--- config.mk ---
export PLATFORM = sky130hd
export DESIGN_NAME = regfile_reader
export DESIGN_NICKNAME = d
export VERILOG_FILES = /design/src/rtl/regfile_reader.sv
export SDC_FILE = /design/constraint.sdc
export NUM_CORES = 1
export LEC_CHECK = 0
export ABC_CLOCK_PERIOD_IN_PS = 3910
export BUFFER_PORTS_ARGS = -buffer_cell sky130_fd_sc_hd__buf_2
export CAP_MARGIN = 20
export CORE_ASPECT_RATIO = 0.8
export CORE_MARGIN = 2
export CORE_UTILIZATION = 48
export CTS_CLUSTER_SIZE = 8
export DETAILED_ROUTE_END_ITERATION = 16
export GPL_TIMING_DRIVEN = 0
export PLACE_DENSITY = 0.71
export SYNTH_ARGS = -nofsm -noshare
export SYNTH_HDL_FRONTEND = slang
export SYNTH_SLANG_ARGS = --single-unit
export TNS_END_PERCENT = 20
--- constraint.sdc ---
create_clock -name clk -period 3.91 [get_ports clk]
set_clock_uncertainty 0.1 [all_clocks]
set_input_delay 0.5865 -clock clk [delete_from_list [all_inputs] [get_ports clk]]
set_output_delay 0.5865 -clock clk [all_outputs]
set_load 0.02 [all_outputs]
--- src/rtl/regfile_reader.sv ---
// Read side of the 8x8 register bank: two registered read ports with write
// forwarding, plus a valid/ready dump engine that streams a register range.
module regfile_reader #(
  parameter int WIDTH = 8,
  parameter int AW    = 4,
  parameter int NREGS = 8
) (
  input  logic             clk,
  input  logic             rst,
  input  logic [WIDTH-1:0] D0,
  input  logic [WIDTH-1:0] D1,
  input  logic [WIDTH-1:0] D2,
  input  logic [WIDTH-1:0] D3,
  input  logic [WIDTH-1:0] D4,
  input  logic [WIDTH-1:0] D5,
  input  logic [WIDTH-1:0] D6,
  input  logic [WIDTH-1:0] D7,
  input  logic [AW-1:0]    wa3,
  input  logic             we3,
  input  logic [WIDTH-1:0] wd3,
  input  logic [AW-1:0]    ra1,
  input  logic [AW-1:0]    ra2,
  output logic [WIDTH-1:0] rd1,
  output logic [WIDTH-1:0] rd2,
  input  logic             start,
  input  logic [AW-1:0]    start_addr,
  input  logic [AW-1:0]    end_addr,
  output logic             busy,
  output logic             dump_valid,
  input  logic             dump_ready,
  output logic [AW-1:0]    dump_addr,
  output logic [WIDTH-1:0] dump_data,
  output logic             dump_done
);

  localparam int NADDR = 1 << AW;
  localparam logic [AW-1:0] LAST = AW'(NREGS - 1);

  typedef enum logic [1:0] {IDLE, STREAM, DONE} state_e;

  state_e           state_q, state_d;
  logic [AW-1:0]    addr_q, addr_d;
  logic [AW-1:0]    end_q, end_d;
  logic [WIDTH-1:0] data_q, data_d;
  logic             valid_q, valid_d;
  logic [WIDTH-1:0] rd1_q, rd2_q;

  logic [WIDTH-1:0] bank [NREGS];
  logic [WIDTH-1:0] effVal [NADDR];
  logic [AW-1:0]    clampEnd;
  logic [AW-1:0]    nextAddr;

  assign bank[0] = D0;
  assign bank[1] = D1;
  assign bank[2] = D2;
  assign bank[3] = D3;
  assign bank[4] = D4;
  assign bank[5] = D5;
  assign bank[6] = D6;
  assign bank[7] = D7;

  // Post-write view of every address; unimplemented addresses read as zero
  // and never pick up a forwarded write.
  always_comb begin
    for (int i = 0; i < NADDR; i++) effVal[i] = '0;
    for (int i = 0; i < NREGS; i++)
      effVal[i] = (we3 && wa3 == AW'(i)) ? wd3 : bank[i];
  end

  assign clampEnd = (end_addr > LAST) ? LAST : end_addr;
  assign nextAddr = addr_q + AW'(1);

  always_comb begin
    state_d = state_q;
    addr_d  = addr_q;
    end_d   = end_q;
    data_d  = data_q;
    valid_d = valid_q;
    case (state_q)
      IDLE: begin
        if (start) begin
          if (start_addr > clampEnd) begin
            state_d = DONE;
          end else begin
            state_d = STREAM;
            addr_d  = start_addr;
            end_d   = clampEnd;
            data_d  = effVal[start_addr];
            valid_d = 1'b1;
          end
        end
      end
      STREAM: begin
        if (dump_ready) begin
          if (addr_q == end_q) begin
            valid_d = 1'b0;
            state_d = DONE;
          end else begin
            addr_d = nextAddr;
            data_d = effVal[nextAddr];
          end
        end
      end
      DONE:    state_d = IDLE;
      default: state_d = IDLE;
    endcase
  end

  always_ff @(posedge clk or posedge rst) begin
    if (rst) begin
      state_q <= IDLE;
      addr_q  <= '0;
      end_q   <= '0;
      data_q  <= '0;
      valid_q <= 1'b0;
      rd1_q   <= '0;
      rd2_q   <= '0;
    end else begin
      state_q <= state_d;
      addr_q  <= addr_d;
      end_q   <= end_d;
      data_q  <= data_d;
      valid_q <= valid_d;
      rd1_q   <= effVal[ra1];
      rd2_q   <= effVal[ra2];
    end
  end

  assign rd1        = rd1_q;
  assign rd2        = rd2_q;
  assign dump_valid = valid_q;
  assign dump_addr  = addr_q;
  assign dump_data  = data_q;
  assign busy       = (state_q != IDLE);
  assign dump_done  = (state_q == DONE);

endmodule
[After elaboration in Yosys (flattened, before gate mapping)]
Cells that the tools add are included.
Word-level totals
  bits of input ports: 97
  register bits after elaboration: 35
  output and inout port bits: 31
  word-level logic and storage cells: 91
Operators by class
  reduce and logical (&&, ||, !) cells: 16
  mux-type cells: 41
  order comparisons: 6
  equal/unequal tests: 15
  $add $sub $neg: 1
  bitwise gates (word level): 5
Operators with widths (number)
  8-bit 2-to-1 mux: 20
  8-bit binary-select mux with 4-bit select: 4
  5-bit greater-or-equal comparator, second input constant: 4
  4-bit 2-to-1 mux: 5
  4-bit NOT with 5-bit output: 4
  4-bit by 3-bit equality test with 1-bit output, second input constant: 4
  8-bit case mux with 2 select lines: 1
  2-bit != test, second input constant: 5
  5-bit AND reduction: 2
  4-bit by 2-bit equality test with 1-bit output, second input constant: 2
  1-bit logical AND: 8
  2-bit 2-to-1 mux: 4
  4-bit case mux with 2 select lines: 1
  3-bit AND reduction: 2
  4-bit by 1-bit adder with 4-bit output, second input constant: 1
  4-bit by 1-bit equality test with 1-bit output, second input constant: 1
  4-bit equality test: 1
  4-bit by 3-bit greater-than comparator with 1-bit output, second input constant: 1
  4-bit greater-than comparator: 1
  4-bit logical NOT: 1
  1-bit 2-to-1 mux: 4
  2-bit case mux with 2 select lines: 1
  2-bit nonzero test: 2
  2-bit by 1-bit equality test with 1-bit output, second input constant: 1
  4 further kinds: 4

[Logic depth before layout (Yosys ltp)]
Gate-level depths: netlist of the first run.
  depth after elaboration: 9
  gate-level depth with buffers: 10

[Worst setup path before layout of the first run]
Ideal clock, no wire load.
  kind: input port to flip-flop
  start point: in start_addr[0]
  end point: reg data_q[1] (netlist: dump_data[1])
  path buffers: 2
  setup time: 133 ps
  stages: 10
  slack: 1248 ps
  data required time: 3677 ps
  arrival time: 2429 ps
  cell sequence: clkbuf_1 -> inv_1 -> ha_1 -> nor2b_1 -> o211a_1 -> o31ai_1 -> a21boi_1 -> clkbuf_1 -> a22oi_1 -> o211ai_1
On the way
  word-level cells in the longest chain between the ends: 7
  elaborated cells on any way between the ends: 10
RTL lines
  start: declaration: RTL line 26  | input logic [AW-1:0] start_addr,
  4-bit NOT with 5-bit output (implied by the code): RTL line 88  | data_d = effVal[start_addr];
  8-bit binary-select mux with 4-bit select: RTL line 88
  8-bit 2-to-1 mux (implied by the code) (2 in a row): RTL line 88
  8-bit 2-to-1 mux: RTL line 82  | if (start_addr > clampEnd) begin
  8-bit 2-to-1 mux: RTL line 81  | if (start) begin
  8-bit case mux with 2 select lines: RTL line 79  | case (state_q)
  end signal: assignment: RTL line 122  | data_q <= data_d;
  end: declaration: RTL line 44  | logic [WIDTH-1:0] data_q, data_d;
Parallel ways exist; a longest one is shown, timed or not. The select of a mux whose other input is x is not followed.
A chain may end at the register's enable or synchronous reset.

[Worst setup path in the final report of the first run]
Same ends and word-level chain as after synthesis.

==> results by group, run 1 <==
Setup path
  • Largest stage delay on the critical path: 0.67 ns
  • Critical path class: input port to flop
  • Worst path cell trace: clkbuf_1 > inv_1 > ha_1 > nor2b_1 > o211a_1 > o31ai_1 > a21boi_1 > clkbuf_1 > a22oi_1 > o211ai_1
  • CP bufs+invs: 3
  • Worst-path maximum fanout: 10
  • Worst Path Required: 3.98 ns
  • CP startpoint kind: input port
  • CP delay by family, top: compound AO/OA/AOI/OAI gates
  • Worst setup EP type: flop
  • Critical path arrival: 3.58 ns
  • CP most frequent cell: clkbuf_1
  • CP max stage cell: o31ai_1

Routing
  • Wire per inst: 27.2 um
  • Post-route ant nets: 0
  • Via count: 9535
  • Starting DRT DRC Count: 1656
  • Drt drc: 0
  • Final WL: 34.8 mm
  • Drt pass-1 iters: 8
  • Drt via density: 7.47

Placed design
  • Placer Congestion: 1.05
  • Placed insts: 1268
  • DP Area: 0.00750 mm^2
  • IO Port Bufs: 120
  • Final HPWL DP: 26.3 mm
  • Setup WS pre-CTS: 0.260 ns

Layout
  • Area grow syn2layout: 14.5%
  • Final Core Density: 0.564
  • Diodes inserted: 0
  • Design area: 0.00764 mm^2
  • Nets: 1197
  • Final non-filler cell total: 1276
  • Layout cells sized above 1: 0.172

Logic synthesis
  • Biggest area consumer among synthesized cells: dfrtp_1
  • Synth Register Bits: 35
  • Post-synth EDFFs: 0
  • Synth top area cells: dfrtp_1 13%, a21oi_1 6.7%, mux2i_1 6.4%
  • Post-synthesis compound-gate area fraction: 0.381
  • Adder-cell share of the synthesized area: 0.00937
  • Share of the yosys chip area belonging to registers: 0.131
  • Asr flop ratio synth: 1.00
  • Mapped Area: 0.00668 mm^2
  • Simple-gate share of the synthesized area: 0.270
  • Post-synth top area share: 0.131
  • Multiplexer share of the synthesized area: 0.118
  • Mean Syn Cell Area: 6.90 um^2
  • Mapped Nets: 1070
  • Post-synthesis xor/xnor area fraction: 0.0118
  • Total of warnings raised by yosys: 0
  • Unique masters post-synth: 83
  • Largest family of logic cells by synthesized area: compound AO/OA/AOI/OAI gates
  • Most frequent cells after synthesis: 97 x nand2_1, 89 x a21oi_1, 69 x clkbuf_1, 64 x o21ai_0, 62 x nand3_1
  • Syn Inst Count: 968
  • Most common cell in the synthesized netlist: nand2_1
  • Most used DFF post-synth: dfrtp_1

Clocking
  • Setup Buffers After CTS: 0
  • CTS root buf: clkbuf_16
  • Worst skew pair latency: 0.30 ns
  • H-Tree Level Count: 2
  • CTS Sinks: 35
  • Clk slew on worst S/H paths: 0.08 ns
  • Cts repair resizes: 0
  • CTS tree: done
  • CTS Hold Bufs: 0
  • Total CTS buffers: 5
  • Clk buf depth: 2

Flow run
  • Max-Cap Viols: 0

Timing
  • Final setup vio count: 0
  • Setup TNS: 0 ns
  • Final WS setup: 0.404 ns
  • Slew HR: 0.282
  • Worst-Margin Slew: 1.06 ns
  • RSZ-0062 raised after global routing: false
  • Slew Viols, Final: 0
  • Period minus WS final: 3.51 ns
  • Period utilization: 0.897
  • Endpoints failing hold: 0
  • Peak Freq: 285 MHz

Global routing
  • Largest net degree at the start of global routing: 36
  • Grt total ovfl: 0
  • Initial antenna violation count: 0
  • Vias in the first global route: 8316
  • First-pass GRT wire length: 49.8 mm
  • GRT Total Usage: 0.452

Floorplan
  • Boundary Pins: 128
  • Rows: 38
  • CORE AREA: 0.0136 mm^2
  • Chip height: 109 um
  • Horiz. Die Dim: 136 um
  • Initial core utilization: 0.493
  • Die area: 0.0149 mm^2

Pwr
  • Static leakage: 3.00 nW
  • Cell internal pwr: 1.47 mW
  • Clk network pwr share: 0.136
  • Pwr dens: 417 mW/mm^2
  • Sw Pwr: 1.71 mW
  • Combinational share of power: 0.699
  • Flop pwr share: 0.165
  • Switching share of total power: 0.537
  • VDD IR max: 0.000279 V

Worst hold path
  • Tightest Hold Check Type: input port to async pin

Outcome
  • Run status: finished clean
==> flip-flops by register name (all words and copies together), names as in the netlist <==
register    flops
rd2             8
end_q           4
dump_valid      1
state_q         2
dump_addr       4
rd1             8
dump_data       8
==> layer usage <==
metal,GRT usage,wire [um]
met1,0.605,13500
met2,0.641,13300
met3,0.137,5330
met4,0.265,2620
met5,0,0
==> stage by stage <==
step                total power, mW  hold WS (ns)
finish                         3.19         0.359
detailed placement             2.62         0.387
CTS                            3.05         0.389
global placement               2.62         0.376
global route                   3.29         0.431
floorplan                      1.93         0.370
==> power by group through the flow <==
| stage | Clock (mW) | Sequential, mW | Combinational (mW) |
|---|---|---|---|
| after floorplan | 0 | 0.599 | 1.33 |
| after global placement | 0 | 0.526 | 2.09 |
| after detailed placement | 0 | 0.530 | 2.09 |
| after CTS | 0.430 | 0.524 | 2.10 |
| after global routing | 0.441 | 0.537 | 2.31 |
| final | 0.433 | 0.526 | 2.23 |
==> area by class of cell <==
| class | instances | area [um^2] |
|---|---|---|
| clock inverter | 2 | 12.5 |
| timing repair buffer | 120 | 601 |
| multi-input combinational | 805 | 5280 |
| fill | 1362 | 5910 |
| clock buffer | 6 | 129 |
| inverter | 21 | 78.8 |
| sequential | 35 | 876 |
| buffer | 107 | 443 |
| tap | 180 | 225 |
==> cell usage in the layout (no fill, tap or decap), drive strengths merged, types with 5 or more instances in the layout <==
cell type	netlist	final
or2	5	5
nand3b	14	14
a22o	5	5
a211oi	31	31
nor2	51	51
and2	5	5
o22ai	14	14
o311ai	5	5
or3	9	9
a22oi	9	9
o21ai	68	68
o31ai	13	13
a31oi	18	18
nand3	62	62
dfrtp	35	35
o311a	5	5
ha	5	5
mux2	16	16
mux4	8	8
a21o	5	5
buf	38	158
nor2b	15	15
mux2i	43	43
a21oi	89	89
inv	19	19
a2111oi	7	7
o221ai	15	15
xnor2	6	6
o211ai	22	22
o31a	8	8
nand2	98	98
nand2b	33	33
a32oi	22	22
and3	9	9
clkbuf	69	75
a221o	6	6
nor3	24	24
==> worst paths after layout <==
| path | from | endpoint | slack, ns | cells after the start |
|---|---|---|---|---|
| worst min register to register | dump_data[5]$_DFFE_PP0P_ | dump_data[5]$_DFFE_PP0P_ | 0.40 | 1 |
| worst max register to register | dump_addr[1]$_DFFE_PP0P_ | dump_data[4]$_DFFE_PP0P_ | 0.49 | 8 |
| max in group asynchronous | rst | rd2[3]$_DFF_PP0_ | 2.80 | 2 |
| min in group clk | dump_data[5]$_DFFE_PP0P_ | dump_data[5]$_DFFE_PP0P_ | 0.40 | 1 |
| worst max-delay path | start_addr[0] | dump_data[1]$_DFFE_PP0P_ | 0.40 | 10 |
| worst min-delay path | rst | dump_data[4]$_DFFE_PP0P_ | 0.36 | 2 |
==> cells by family (layout without fill, tap and decap cells) <==
family	Yosys count	in the layout
AO/OA/AOI/OAI	376	376
AND/OR/NAND/NOR	347	347
buffers and inverters	128	256
multiplexers	67	67
flip-flops	35	35
XOR/XNOR	9	9
adder cells (fa/ha/maj)	5	5
other	1	1
Note: power is estimated with default switching activity, not from simulation.
==> run 2: changes to the inputs <==
--- a/config.mk
+++ b/config.mk
@@ -5,6 +5,7 @@
 export SDC_FILE = /design/constraint.sdc
 export NUM_CORES = 1
 export LEC_CHECK = 0
+export ABC_AREA = 1
 export ABC_CLOCK_PERIOD_IN_PS = 3910
 export BUFFER_PORTS_ARGS = -buffer_cell sky130_fd_sc_hd__buf_2
 export CAP_MARGIN = 20
@@ -14,7 +15,7 @@
 export CTS_CLUSTER_SIZE = 8
 export DETAILED_ROUTE_END_ITERATION = 16
 export GPL_TIMING_DRIVEN = 0
-export PLACE_DENSITY = 0.71
+export PLACE_DENSITY = 0.73
 export SYNTH_ARGS = -nofsm -noshare
 export SYNTH_HDL_FRONTEND = slang
 export SYNTH_SLANG_ARGS = --single-unit
==> results by group, run 2 <==
Timing
  • Peak Freq: 314 MHz
  • Setup TNS: 0 ns
  • Worst-Margin Slew: 1.07 ns
  • Period minus WS final: 3.19 ns
  • Slew Viols, Final: 0
  • Endpoints failing hold: 0
  • RSZ-0062 raised after global routing: false
  • Period utilization: 0.815
  • Slew HR: 0.281
  • Final setup vio count: 0

Global routing
  • GRT Total Usage: 0.423
  • Largest net degree at the start of global routing: 20
  • Initial antenna violation count: 0
  • First-pass GRT wire length: 35.7 mm
  • Vias in the first global route: 6239
  • Grt total ovfl: 0

Logic synthesis
  • Adder-cell share of the synthesized area: 0.0126
  • Most used DFF post-synth: dfrtp_1
  • Mapped Area: 0.00495 mm^2
  • Simple-gate share of the synthesized area: 0.620
  • Mean Syn Cell Area: 5.49 um^2
  • Most common cell in the synthesized netlist: nand3_1
  • Post-synth EDFFs: 0
  • Share of the yosys chip area belonging to registers: 0.177
  • Most frequent cells after synthesis: 296 x nand3_1, 250 x nand2_1, 66 x o21ai_0, 49 x nor2_1, 35 x dfrtp_1
  • Total of warnings raised by yosys: 0
  • Unique masters post-synth: 31
  • Syn Inst Count: 901
  • Asr flop ratio synth: 1.00
  • Post-synthesis xor/xnor area fraction: 0.0106
  • Multiplexer share of the synthesized area: 0
  • Post-synth top area share: 0.299
  • Mapped Nets: 1003
  • Biggest area consumer among synthesized cells: nand3_1
  • Synth Register Bits: 35
  • Synth top area cells: nand3_1 30%, nand2_1 19%, dfrtp_1 18%
  • Largest family of logic cells by synthesized area: simple AND/OR/NAND/NOR gates
  • Post-synthesis compound-gate area fraction: 0.0971

Routing
  • Post-route ant nets: 0
  • Final WL: 23.9 mm
  • Via count: 7288
  • Drt drc: 0
  • Starting DRT DRC Count: 1386
  • Wire per inst: 20.6 um
  • Drt pass-1 iters: 7
  • Drt via density: 6.27

Setup path
  • Critical path class: input port to flop
  • Worst-path maximum fanout: 10
  • Worst Path Required: 3.97 ns
  • CP startpoint kind: input port
  • R2r setup slk: 1.03 ns
  • CP most frequent cell: nand2_1
  • CP max stage cell: o21ai_0
  • Worst setup EP type: flop
  • Critical path arrival: 3.25 ns
  • Largest stage delay on the critical path: 0.46 ns
  • Worst path cell trace: clkbuf_1 > clkinv_1 > clkbuf_1 > ha_1 > nand2_1 > o21ai_0 > nand2_1 > nand2_1 > nand2_1 > buf_4 > o31ai_1

Floorplan
  • Die area: 0.0111 mm^2
  • Boundary Pins: 128
  • Horiz. Die Dim: 118 um
  • Chip height: 94.8 um
  • Initial core utilization: 0.487
  • CORE AREA: 0.0102 mm^2
  • Rows: 33

Placed design
  • IO Port Bufs: 112
  • DP Area: 0.00571 mm^2
  • Final HPWL DP: 18.7 mm
  • Placed insts: 1154
  • Placer Congestion: 1.07

Layout
  • Fill count: 1110
  • Final Core Density: 0.577
  • Layout cells sized above 1: 0.137
  • Nets: 1123
  • Flip-flop and latch area: 876 um^2
  • Final non-filler cell total: 1162
  • Design area: 0.00586 mm^2
  • Area grow syn2layout: 18.4%
  • Most common library cell in the layout ignoring fill and taps: nand3_1
  • Diodes inserted: 0
  • Most frequent cells in the layout: 296 x nand3_1, 250 x nand2_1, 118 x buf_2
  • Area occupied by multi-input gates: 0.00367 mm^2

Clocking
  • CTS Sinks: 35
  • CTS Hold Bufs: 0
  • CTS tree: done
  • Setup Buffers After CTS: 0
  • Total CTS buffers: 5
  • H-Tree Level Count: 2
  • CTS root buf: clkbuf_16
  • Clk slew on worst S/H paths: 0.06 ns
  • Worst skew pair latency: 0.29 ns
  • Clk buf depth: 2
  • Cts repair resizes: 0

Outcome
  • Run status: finished clean

Pwr
  • Pwr dens: 508 mW/mm^2
  • Static leakage: 2.89 nW
  • VDD IR max: 0.000419 V

Worst hold path
  • Tightest Hold Check Type: input port to async pin

Flow run
  • Max-Cap Viols: 0
==> run 2: power by group <==
part	internal, mW	switching [mW]	total, mW
Combinational	0.636	1.40	2.04
Sequential	0.465	0.0758	0.541
Clock	0.235	0.162	0.396
Total	1.34	1.64	2.98
==> run 2: layer usage <==
metal | wire, um | global-route usage | vias to the layer above
met1 | 9800 | 0.607 | 3195
met2 | 8850 | 0.574 | 655
met5 | 0 | 0 | -
met3 | 4400 | 0.153 | 89
met4 | 876 | 0.147 | 0
li1 | - | - | 3349
==> run 2: critical path: cells and delay by family <==
family	cells	cell delay, ns
AO/OA/AOI/OAI	2	0.76
adder cells (fa/ha/maj)	1	0.40
buffers and inverters	4	1.09
AND/OR/NAND/NOR	4	0.42
==> run 2: layout make-up <==
| cell class | instances | area share |
|---|---|---|
| buffer | 61 | 0.0472 |
| clock inverter | 3 | 0.00342 |
| multi-input combinational | 771 | 0.626 |
| inverter | 34 | 0.0218 |
| clock buffer | 5 | 0.0214 |
| sequential | 35 | 0.150 |
| tap | 140 | 0.0299 |
| timing repair buffer | 113 | 0.100 |
==> run 2: worst paths after layout <==
check	startpoint	cells past startpoint	end
min in group clk	dump_data[4]$_DFFE_PP0P_	2	dump_data[4]$_DFFE_PP0P_
setup / recovery	start_addr[0]	11	dump_addr[3]$_DFFE_PP0P_
hold / removal	rst	2	dump_data[6]$_DFFE_PP0P_
max in group asynchronous	rst	3	rd2[6]$_DFF_PP0_
setup reg to reg	dump_addr[1]$_DFFE_PP0P_	8	dump_data[4]$_DFFE_PP0P_
hold reg to reg	dump_data[4]$_DFFE_PP0P_	2	dump_data[4]$_DFFE_PP0P_
==> run 2: logic make-up (layout without fill, tap and decap cells) <==
family,count (synthesis),after routing
XOR/XNOR,6,6
flip-flops,35,35
buffers and inverters,95,216
AND/OR/NAND/NOR,669,669
other,1,1
AO/OA/AOI/OAI,90,90
adder cells (fa/ha/maj),5,5
==> run 2: metrics by stage <==
step | setup WS, ns | power [mW] | hold slack (ns)
3_3_place_gp | 0.594 | 2.48 | 0.365
4_1_cts | 0.902 | 2.87 | 0.349
5_1_grt | 0.638 | 3.18 | 0.392
2_1_floorplan | 1.49 | 1.84 | 0.357
3_5_place_dp | 0.644 | 2.47 | 0.367
6_report | 0.724 | 2.98 | 0.318
==> run 3: changes to the inputs <==
--- a/config.mk
+++ b/config.mk
@@ -6,7 +6,7 @@
 export NUM_CORES = 1
 export LEC_CHECK = 0
 export ABC_AREA = 1
-export ABC_CLOCK_PERIOD_IN_PS = 3910
+export ABC_CLOCK_PERIOD_IN_PS = 2600
 export BUFFER_PORTS_ARGS = -buffer_cell sky130_fd_sc_hd__buf_2
 export CAP_MARGIN = 20
 export CORE_ASPECT_RATIO = 0.8
@@ -15,7 +15,7 @@
 export CTS_CLUSTER_SIZE = 8
 export DETAILED_ROUTE_END_ITERATION = 16
 export GPL_TIMING_DRIVEN = 0
-export PLACE_DENSITY = 0.73
+export PLACE_DENSITY = 0.76
 export SYNTH_ARGS = -nofsm -noshare
 export SYNTH_HDL_FRONTEND = slang
 export SYNTH_SLANG_ARGS = --single-unit
==> constraint.sdc (replaced) <==
create_clock -name clk -period 2.6 [get_ports clk]
set_clock_uncertainty 0.1 [all_clocks]
set_input_delay 0.39 -clock clk [delete_from_list [all_inputs] [get_ports clk]]
set_output_delay 0.39 -clock clk [all_outputs]
set_load 0.02 [all_outputs]
==> results by group, run 3 (same netlist as run 2, synthesis figures left out) <==
Outcome
  • Run status: finished clean

Layout
  • Design area: 0.00589 mm^2
  • Most frequent cells in the layout: 296 x nand3_1, 250 x nand2_1, 118 x buf_2
  • Layout cells sized above 1: 0.139
  • Diodes inserted: 0
  • Most common library cell in the layout ignoring fill and taps: nand3_1
  • Fill count: 1102
  • Nets: 1122
  • Area grow syn2layout: 18.9%
  • Area occupied by multi-input gates: 0.00368 mm^2
  • Flip-flop and latch area: 876 um^2

Timing
  • Period utilization: 1.00
  • Slew HR: 0.447
  • Final setup vio count: 0
  • RSZ-0062 raised after global routing: false
  • Final WS setup: 0.000250 ns
  • Endpoints failing hold: 0
  • Setup TNS: 0 ns
  • Slew Viols, Final: 0
  • Worst-Margin Slew: 0.829 ns
  • Hold Worst Slack: 0.154 ns
  • Peak Freq: 385 MHz
  • Period minus WS final: 2.60 ns

Setup path
  • Worst-path maximum fanout: 10
  • Critical path arrival: 2.73 ns
  • Critical path class: flop to flop
  • Worst setup EP type: flop
  • Largest stage delay on the critical path: 0.58 ns
  • Worst Path Required: 2.73 ns
  • CP delay by family, top: buffers and inverters
  • CP startpoint kind: flop
  • Worst path cell trace: ha_1 > buf_6 > inv_1 > clkbuf_1 > nand3_1 > nand3_1 > nand3_1 > nand2_1 > nand2_1 > nand2_1
  • CP bufs+invs: 3
  • CP max stage cell: clkbuf_1

Pwr
  • Switching share of total power: 0.544
  • Static leakage: 2.92 nW
  • Flop pwr share: 0.176
  • Pwr dens: 789 mW/mm^2
  • Sw Pwr: 2.53 mW
  • Clk network pwr share: 0.154
  • Combinational share of power: 0.670
  • VDD IR max: 0.000525 V
  • Cell internal pwr: 2.12 mW

Flow run
  • Max-Cap Viols: 0

Floorplan
  • Die area: 0.0111 mm^2
  • Horiz. Die Dim: 118 um
  • Chip height: 94.8 um
  • Initial core utilization: 0.487
  • CORE AREA: 0.0102 mm^2
  • Boundary Pins: 128
  • Rows: 33

Clocking
  • CTS Sinks: 35
  • H-Tree Level Count: 2
  • Clk slew on worst S/H paths: 0.06 ns
  • CTS root buf: clkbuf_16
  • Total CTS buffers: 5
  • CTS tree: done
  • Clk buf depth: 2
  • CTS Hold Bufs: 0
  • Worst skew pair latency: 0.29 ns

Global routing
  • GRT Total Usage: 0.428
  • Initial antenna violation count: 0
  • Grt total ovfl: 0
  • Vias in the first global route: 6118
  • First-pass GRT wire length: 36.1 mm
  • Largest net degree at the start of global routing: 21

Routing
  • Via count: 7402
  • Final WL: 24.6 mm
  • Wire per inst: 21.2 um
  • Post-route ant nets: 0
  • Drt via density: 6.38
  • Starting DRT DRC Count: 1405
  • Drt drc: 0
  • Drt pass-1 iters: 6

Placed design
  • Final HPWL DP: 19.1 mm
  • Placer Congestion: 1.04
  • IO Port Bufs: 112
  • DP Area: 0.00571 mm^2
  • Setup WS pre-CTS: -0.443 ns

Worst hold path
  • Tightest Hold Check Type: input port to async pin
run 3: changes by cell type in the layout (fill, tap and decap cells not counted):
cell / before / now
bufinv_16: 0 / 1
clkbuf_1: 34 / 33
o21ai_0: 66 / 65
xnor2_2: 0 / 1
clkinv_2: 1 / 2
o21ai_1: 1 / 2
clkinvlp_4: 2 / 0
xnor2_1: 5 / 4
clkinv_1: 5 / 4
clkinv_4: 0 / 1
run 3: repair_timing:
item                       4_1_cts  5_1_grt
setup endpoints to repair       15       15
buffers inserted                 0        0
gates resized for setup          3        1
run 3: worst paths after layout:
check | startpoint | endpoint | slack [ns] | cells after the start
max in group asynchronous | rst | dump_addr[2]$_DFFE_PP0P_ | 1.68 | 3
worst max-delay path | dump_addr[1]$_DFFE_PP0P_ | dump_data[6]$_DFFE_PP0P_ | 0.0002 | 10
worst max register to register | dump_addr[1]$_DFFE_PP0P_ | dump_data[6]$_DFFE_PP0P_ | 0.0002 | 10
worst min register to register | dump_data[7]$_DFFE_PP0P_ | dump_data[7]$_DFFE_PP0P_ | 0.38 | 2
worst min-delay path | rst | dump_data[7]$_DFFE_PP0P_ | 0.15 | 2
min in group clk | dump_ready | state_q[0]$_DFFE_PP0P_ | 0.22 | 2
run 3: worst register-to-register path: stages (launching register included):
cell and delay [ns]:
dfrtp_1 0.46, ha_1 0.32, buf_6 0.15, inv_1 0.21, clkbuf_1 0.58, nand3_1 0.17
nand3_1 0.11, nand3_1 0.08, nand2_1 0.16, nand2_1 0.13, nand2_1 0.07
run 3: power by group through the flow:
stage	logic (mW)	clock network [mW]	registers [mW]
floorplan	1.83	0	0.935
global placement	2.95	0	0.822
detailed placement	2.93	0	0.822
CTS	2.95	0.709	0.817
global route	3.29	0.735	0.834
finish	3.11	0.715	0.819
run 3: cell type report:
cell class | count | area share
clock buffers | 5 | 0.0213
well taps | 140 | 0.0298
flip-flops and latches | 35 | 0.149
repair buffers | 113 | 0.0999
clock inverters | 3 | 0.00744
multi-input cells | 771 | 0.625
inverters | 34 | 0.0219
plain buffers | 60 | 0.0463
run 3: per-layer routing:
metal | vias up | routed length, um | global-route usage
met2 | 685 | 9180 | 0.582
met1 | 3288 | 9940 | 0.623
met3 | 85 | 4580 | 0.160
met4 | 2 | 850 | 0.116
met5 | - | 7 | 0
li1 | 3342 | - | -
run 3: per-stage QoR:
stage                     power, mW   util  instances
after floorplan                2.76      -        901
after global placement         3.77  0.560       1153
after detailed placement       3.76  0.562       1154
after CTS                      4.48  0.580       1162
after global routing           4.86  0.580       1161
final                          4.65  0.580       1161
